**config.mk**
```make
export PLATFORM = sky130hd
export DESIGN_NAME = stopwatch_bcd_flat
export DESIGN_NICKNAME = d
export VERILOG_FILES = /design/src/rtl/stopwatch_bcd_if.sv /design/src/rtl/stopwatch_bcd.sv /design/src/flat_wrapper.sv
export SDC_FILE = /design/constraint.sdc
export NUM_CORES = 1
export LEC_CHECK = 0
export CAP_MARGIN = 5
export CORE_UTILIZATION = 58
export DETAILED_ROUTE_END_ITERATION = 6
export PLACE_DENSITY = 0.9
export SLEW_MARGIN = 10
export SYNTH_ARGS = -nofsm -noshare
export SYNTH_HDL_FRONTEND = slang
export SYNTH_SLANG_ARGS = --single-unit
```
**constraint.sdc**
```tcl
create_clock -name CLK -period 3.4 [get_ports CLK]
set_input_delay 0.85 -clock CLK [delete_from_list [all_inputs] [get_ports CLK]]
set_output_delay 0.85 -clock CLK [all_outputs]
set_load 0.05 [all_outputs]
```
**src/rtl/stopwatch_bcd_if.sv**
```systemverilog
// Button inputs and display outputs for the stopwatch_bcd block.
// The stopwatch side connects through the slave modport; the board or
// bench side that owns the buttons and reads the display uses master.
interface stopwatch_bcd_if;
  logic       BTN_SS;
  logic       BTN_CLR;
  logic [3:0] DIG3;
  logic [3:0] DIG2;
  logic [3:0] DIG1;
  logic [3:0] DIG0;
  logic [3:0] DP;
  logic [3:0] EN;
  logic       RUNNING;

  modport master (
    output BTN_SS, BTN_CLR,
    input  DIG3, DIG2, DIG1, DIG0, DP, EN, RUNNING
  );

  modport slave (
    input  BTN_SS, BTN_CLR,
    output DIG3, DIG2, DIG1, DIG0, DP, EN, RUNNING
  );
endinterface

```
**src/rtl/stopwatch_bcd.sv**
```systemverilog
// stopwatch_bcd: SS.hh stopwatch with start/stop and clear buttons.
// A prescaler divides CLK down to a 100 Hz tick that advances a four-digit
// cascaded BCD counter; the count saturates at 99.99 and stops there.
// Build option: define STOPWATCH_LZB_EN to blank the tens-of-seconds digit
// while it is zero; without it all four digit enables are constant high.
module stopwatch_bcd #(
  parameter logic [18:0] CNTMAX = 19'd500000 - 19'd1
) (
  input  logic           CLK,
  input  logic           nRST,
  stopwatch_bcd_if.slave bus
);

  typedef enum logic [1:0] {IDLE, RUN, STOP} state_t;

  state_t      state_q, state_d;
  logic [2:0]  ss_sync_q, ss_sync_d;
  logic [2:0]  clr_sync_q, clr_sync_d;
  logic [1:0]  fill_q, fill_d;
  logic [18:0] presc_q, presc_d;
  logic [3:0]  dig_q [4];
  logic [3:0]  dig_d [4];
  logic [3:0]  dig_inc [4];
  logic [4:0]  carry;
  logic        ss_p, clr_p, tick, all_nines, edges_armed;

  // Two synchronizer flops then one history flop per button; fill_q
  // counts the first three post-reset samples so that a button already
  // held through reset cannot masquerade as a fresh press.
  always_comb begin
    ss_sync_d  = {ss_sync_q[1:0], bus.BTN_SS};
    clr_sync_d = {clr_sync_q[1:0], bus.BTN_CLR};
    fill_d     = (fill_q == 2'd3) ? fill_q : fill_q + 2'd1;
  end

  assign edges_armed = (fill_q == 2'd3);
  assign ss_p  = ss_sync_q[1]  & ~ss_sync_q[2]  & edges_armed;
  assign clr_p = clr_sync_q[1] & ~clr_sync_q[2] & edges_armed;
  assign tick  = (state_q == RUN) && (presc_q == CNTMAX);

  // Ripple-carry BCD incrementer; carry[4] is set only when all digits are 9.
  assign carry[0] = 1'b1;
  for (genvar gi = 0; gi < 4; gi++) begin : g_digit
    assign dig_inc[gi]  = carry[gi] ? ((dig_q[gi] == 4'd9) ? 4'd0 : dig_q[gi] + 4'd1)
                                    : dig_q[gi];
    assign carry[gi+1]  = carry[gi] & (dig_q[gi] == 4'd9);
  end
  assign all_nines = carry[4];

  // Next state, prescaler and digits; clear beats start/stop in every state.
  always_comb begin
    state_d = state_q;
    presc_d = 19'd0;
    dig_d   = dig_q;
    if (clr_p) begin
      state_d = IDLE;
      dig_d   = '{default: 4'd0};
    end else begin
      unique case (state_q)
        IDLE: begin
          if (ss_p) state_d = RUN;
        end
        RUN: begin
          if (tick) begin
            if (all_nines) begin
              state_d = STOP;
            end else begin
              dig_d = dig_inc;
            end
          end else begin
            presc_d = presc_q + 19'd1;
          end
          if (ss_p) begin
            state_d = STOP;
            presc_d = 19'd0;
          end
        end
        STOP: begin
          if (ss_p && !all_nines) state_d = RUN;
        end
        default: state_d = IDLE;
      endcase
    end
  end

  // All state registers, cleared by a low nRST at the clock edge.
  always_ff @(posedge CLK) begin
    if (!nRST) begin
      state_q    <= IDLE;
      ss_sync_q  <= 3'b000;
      clr_sync_q <= 3'b000;
      fill_q     <= 2'd0;
      presc_q    <= 19'd0;
      dig_q      <= '{default: 4'd0};
    end else begin
      state_q    <= state_d;
      ss_sync_q  <= ss_sync_d;
      clr_sync_q <= clr_sync_d;
      fill_q     <= fill_d;
      presc_q    <= presc_d;
      dig_q      <= dig_d;
    end
  end

  assign bus.DIG0    = dig_q[0];
  assign bus.DIG1    = dig_q[1];
  assign bus.DIG2    = dig_q[2];
  assign bus.DIG3    = dig_q[3];
  assign bus.DP      = 4'b0100;
  assign bus.RUNNING = (state_q == RUN);
`ifdef STOPWATCH_LZB_EN
  assign bus.EN      = {(dig_q[3] != 4'd0), 3'b111};
`else
  assign bus.EN      = 4'b1111;
`endif

endmodule

```
**src/flat_wrapper.sv**
```systemverilog
// flat-port wrapper written by rule: the top's interface ports become plain ports
module stopwatch_bcd_flat 
#(
  parameter logic [18:0] CNTMAX = 19'd500000 - 19'd1
)
  (CLK, nRST, bus_BTN_SS, bus_BTN_CLR, bus_DIG3, bus_DIG2, bus_DIG1, bus_DIG0, bus_DP, bus_EN, bus_RUNNING);
  stopwatch_bcd_if bus_i ();
  input  logic CLK;
  input  logic nRST;
  input wire logic [$bits(bus_i.BTN_SS)-1:0] bus_BTN_SS;
  input wire logic [$bits(bus_i.BTN_CLR)-1:0] bus_BTN_CLR;
  output wire logic [$bits(bus_i.DIG3)-1:0] bus_DIG3;
  output wire logic [$bits(bus_i.DIG2)-1:0] bus_DIG2;
  output wire logic [$bits(bus_i.DIG1)-1:0] bus_DIG1;
  output wire logic [$bits(bus_i.DIG0)-1:0] bus_DIG0;
  output wire logic [$bits(bus_i.DP)-1:0] bus_DP;
  output wire logic [$bits(bus_i.EN)-1:0] bus_EN;
  output wire logic [$bits(bus_i.RUNNING)-1:0] bus_RUNNING;
  assign bus_i.BTN_SS = bus_BTN_SS;
  assign bus_i.BTN_CLR = bus_BTN_CLR;
  assign bus_DIG3 = bus_i.DIG3;
  assign bus_DIG2 = bus_i.DIG2;
  assign bus_DIG1 = bus_i.DIG1;
  assign bus_DIG0 = bus_i.DIG0;
  assign bus_DP = bus_i.DP;
  assign bus_EN = bus_i.EN;
  assign bus_RUNNING = bus_i.RUNNING;
  stopwatch_bcd #(.CNTMAX(CNTMAX)) u_core (.CLK(CLK), .nRST(nRST), .bus(bus_i));
endmodule
```
==> metrics.cfg <==
[status]
outcome = finished clean

[cts]
cts-root-buf = clkbuf_8
cts_buffer_depth = 2
cts_hold_buf = 0
cts_tree = yes
cts_buffers = 5
post_cts_resized = 0
cts_setup_buffers = 0
clk_pin_slew_worst_paths_ns = 0.08
cts_htree_levels = 2
clkSinkCount = 45
clock_latency_ns = 0.30

[yosys]
synthArstFlopShare_pct = 0
synth_cell_types = 50
ys_seq_area_share_pct = 40.9
avgSynthCellArea_um2 = 8.99
synthCells = 245
syn_area_um2 = 2200
ys_ff_latch = 45
synth_flop_cell = dfxtp_1
yosysWarnings = 0
synth_edf_count = 0

[sta]
period_needed_ns = 2.66
period_share_pct = 78.3
rsz0062_at_grt = false
worst_pin_slew_ns = 0.764
setup_viol = 0
skew_ns = 0.00994
tns_ns = 0
finalHoldViolCount = 0
slew-limit-headroom_pct = 48.6
fmax_ghz = 0.376
slew_violations = 0

[pwr]
leakagePower_nw = 0.866
p_per_area_nw_per_um2 = 399
power_w = 0.00101
irDropWorstVdd_v = 0.000319

[grt]
grt_pass1_wl_mm = 6.79
grt_max_degree = 20
grt_pass1_vias = 1615
grtUsageTotal_pct = 21.6
antenna_found_initial = 0
grt-ovfl-total = 0

[finish]
nets = 273
drive_gt1_share_pct = 8.96
antenna_cells = 0
syn2layout_area_growth_pct = 14.5

[route]
via_count = 1766
drtIter0Drc = 103
drc = 0
drt_first_pass_iters = 5
wl_per_cell_um = 12.8
vias_per_cell = 5.59
finalWirelength_mm = 4.05
postRouteAntennaNets = 0

[place]
dp_hpwl_mm = 2.86
numPortBuffers = 20
gp_congestion = 0.783

[job]
maxCapViolations = 0

[setup_path]
critPathBufInv = 2
critPathArrivalTime_ns = 1.81
path_cells = nand2b_1, inv_1, clkdlybuf4s50_1
crit_family = buffers and inverters
r2r_start = u_core.presc_q[0]
crit_start = u_core.state_q[1]
cp_max_fo = 4
critPathLaunchType = flip-flop
worstPathRequired_ns = 2.55
cpPeakStageDelay_ns = 0.81
critPathKind = flip-flop to output port
cp_slowest_cell = clkdlybuf4s50_1
crit_path_end_kind = output port

[floorplanning]
core_um2 = 3660
dieArea_um2 = 4050
pin_count = 29
die_x_um = 63.6
initial_core_util_pct = 60.2
die_y_um = 63.6
fp-row-count = 22

[worst_hold_path]
hold_path_class = flip-flop to flip-flop
hp-start = u_core.clr_sync_q[0]

## layout by cell type, fill, tap and decap left out, types with 2 or more instances in the layout
cell              n
a211o_1           2
a21oi_1          11
and2_1            9
and3_1            3
and4_2            2
clkbuf_8          6
clkdlybuf4s50_1  20
conb_1            8
dfxtp_1          45
ha_1              2
inv_1             9
mux2i_1           2
nand2_1          17
nand3_1          15
nand3b_1          3
nand4_1           3
nor2_1           31
nor2b_1           4
nor3_1            3
nor3b_1           3
nor4_4            3
o211ai_1          3
o21ai_0           6
o31ai_1           2
or2_2             2
or3_1             3
or4_1             6
or4b_4            2
xnor2_1          10
xor2_1           12
## where the power goes
group / internal [W] / switching (W) / total, W
clock: 0.000240 / 0.000177 / 0.000417
sequential: 0.000535 / 0.00000416 / 0.000539
combinational: 0.0000140 / 0.0000359 / 0.0000499
total: 0.000789 / 0.000217 / 0.00101
## flip-flops by register name (all words and copies together), names as in the netlist
register and count:
u_core.bus.DIG0 4, u_core.fill_q 2, u_core.bus.DIG3 4, u_core.ss_sync_q 3, u_core.presc_q 19, u_core.clr_sync_q 3, u_core.state_q 2, u_core.bus.DIG2 4
u_core.bus.DIG1 4
## cells in the mapped netlist (4+ instances only)
cell type   n  area, um2
buf_4       8       60.1
xnor2_1    10       87.6
nor2_1     31        116
xor2_1     12        105
and2_1      9       56.3
o21ai_0     6       30.0
a21oi_1    11       55.1
nand3_1    15       75.1
or4_1       6       45.0
inv_1       9       33.8
nor2b_1     4       25.0
dfxtp_1    45        901
nand2_1    17       63.8
## layer usage
metal | track usage, % | up-vias | share of wire (%) | wire, um
met3 | 5.07 | 9 | 4.4 | 179
li1 | - | 887 | - | -
met5 | 0 | - | 0 | 0
met4 | 11.9 | 0 | 1.9 | 78
met1 | 24.1 | 822 | 44 | 1790
met2 | 37.2 | 48 | 50 | 2010
## final cells by class
class | count | area [um2]
multi-input combinational | 185 | 1200
fill | 291 | 1140
sequential | 45 | 901
timing repair buffer | 21 | 208
clock buffer | 7 | 86.3
tap | 48 | 60.1
inverter | 9 | 33.8
clock inverter | 1 | 30.0
## through the flow
stage	worst slack, ns	util [%]	cells	area [um2]	hold WS [ns]
3_5_place_dp	0.735	65.8	308	2410	0.422
6_report	0.739	68.9	316	2520	0.440
5_1_grt	0.695	68.9	316	2520	0.457
2_1_floorplan	1.12	-	251	2230	0.412
3_3_place_gp	0.814	65.8	308	2410	0.415
4_1_cts	0.748	68.9	316	2520	0.445
## cells by family (layout without fill, tap and decap cells)
family	Yosys count	in the layout	share of synthesized area [%]
other cells	2	8	0.341
mux	2	2	0.909
xor+xnor	22	22	8.74
flops	45	45	40.9
fa+ha+maj	2	2	1.14
buf+inv	21	38	5.45
simple gates	119	119	32.9
compound gates	32	32	9.60
## worst paths after layout
kind | end | slack (ns) | cells after the start
max | bus_RUNNING | 0.74 | 3
min | u_core.clr_sync_q[1] | 0.44 | 1
max reg2reg | u_core.bus.DIG2[3] | 1.11 | 6
min reg2reg | u_core.clr_sync_q[1] | 0.44 | 1
(Power assumes the default switching activity.)
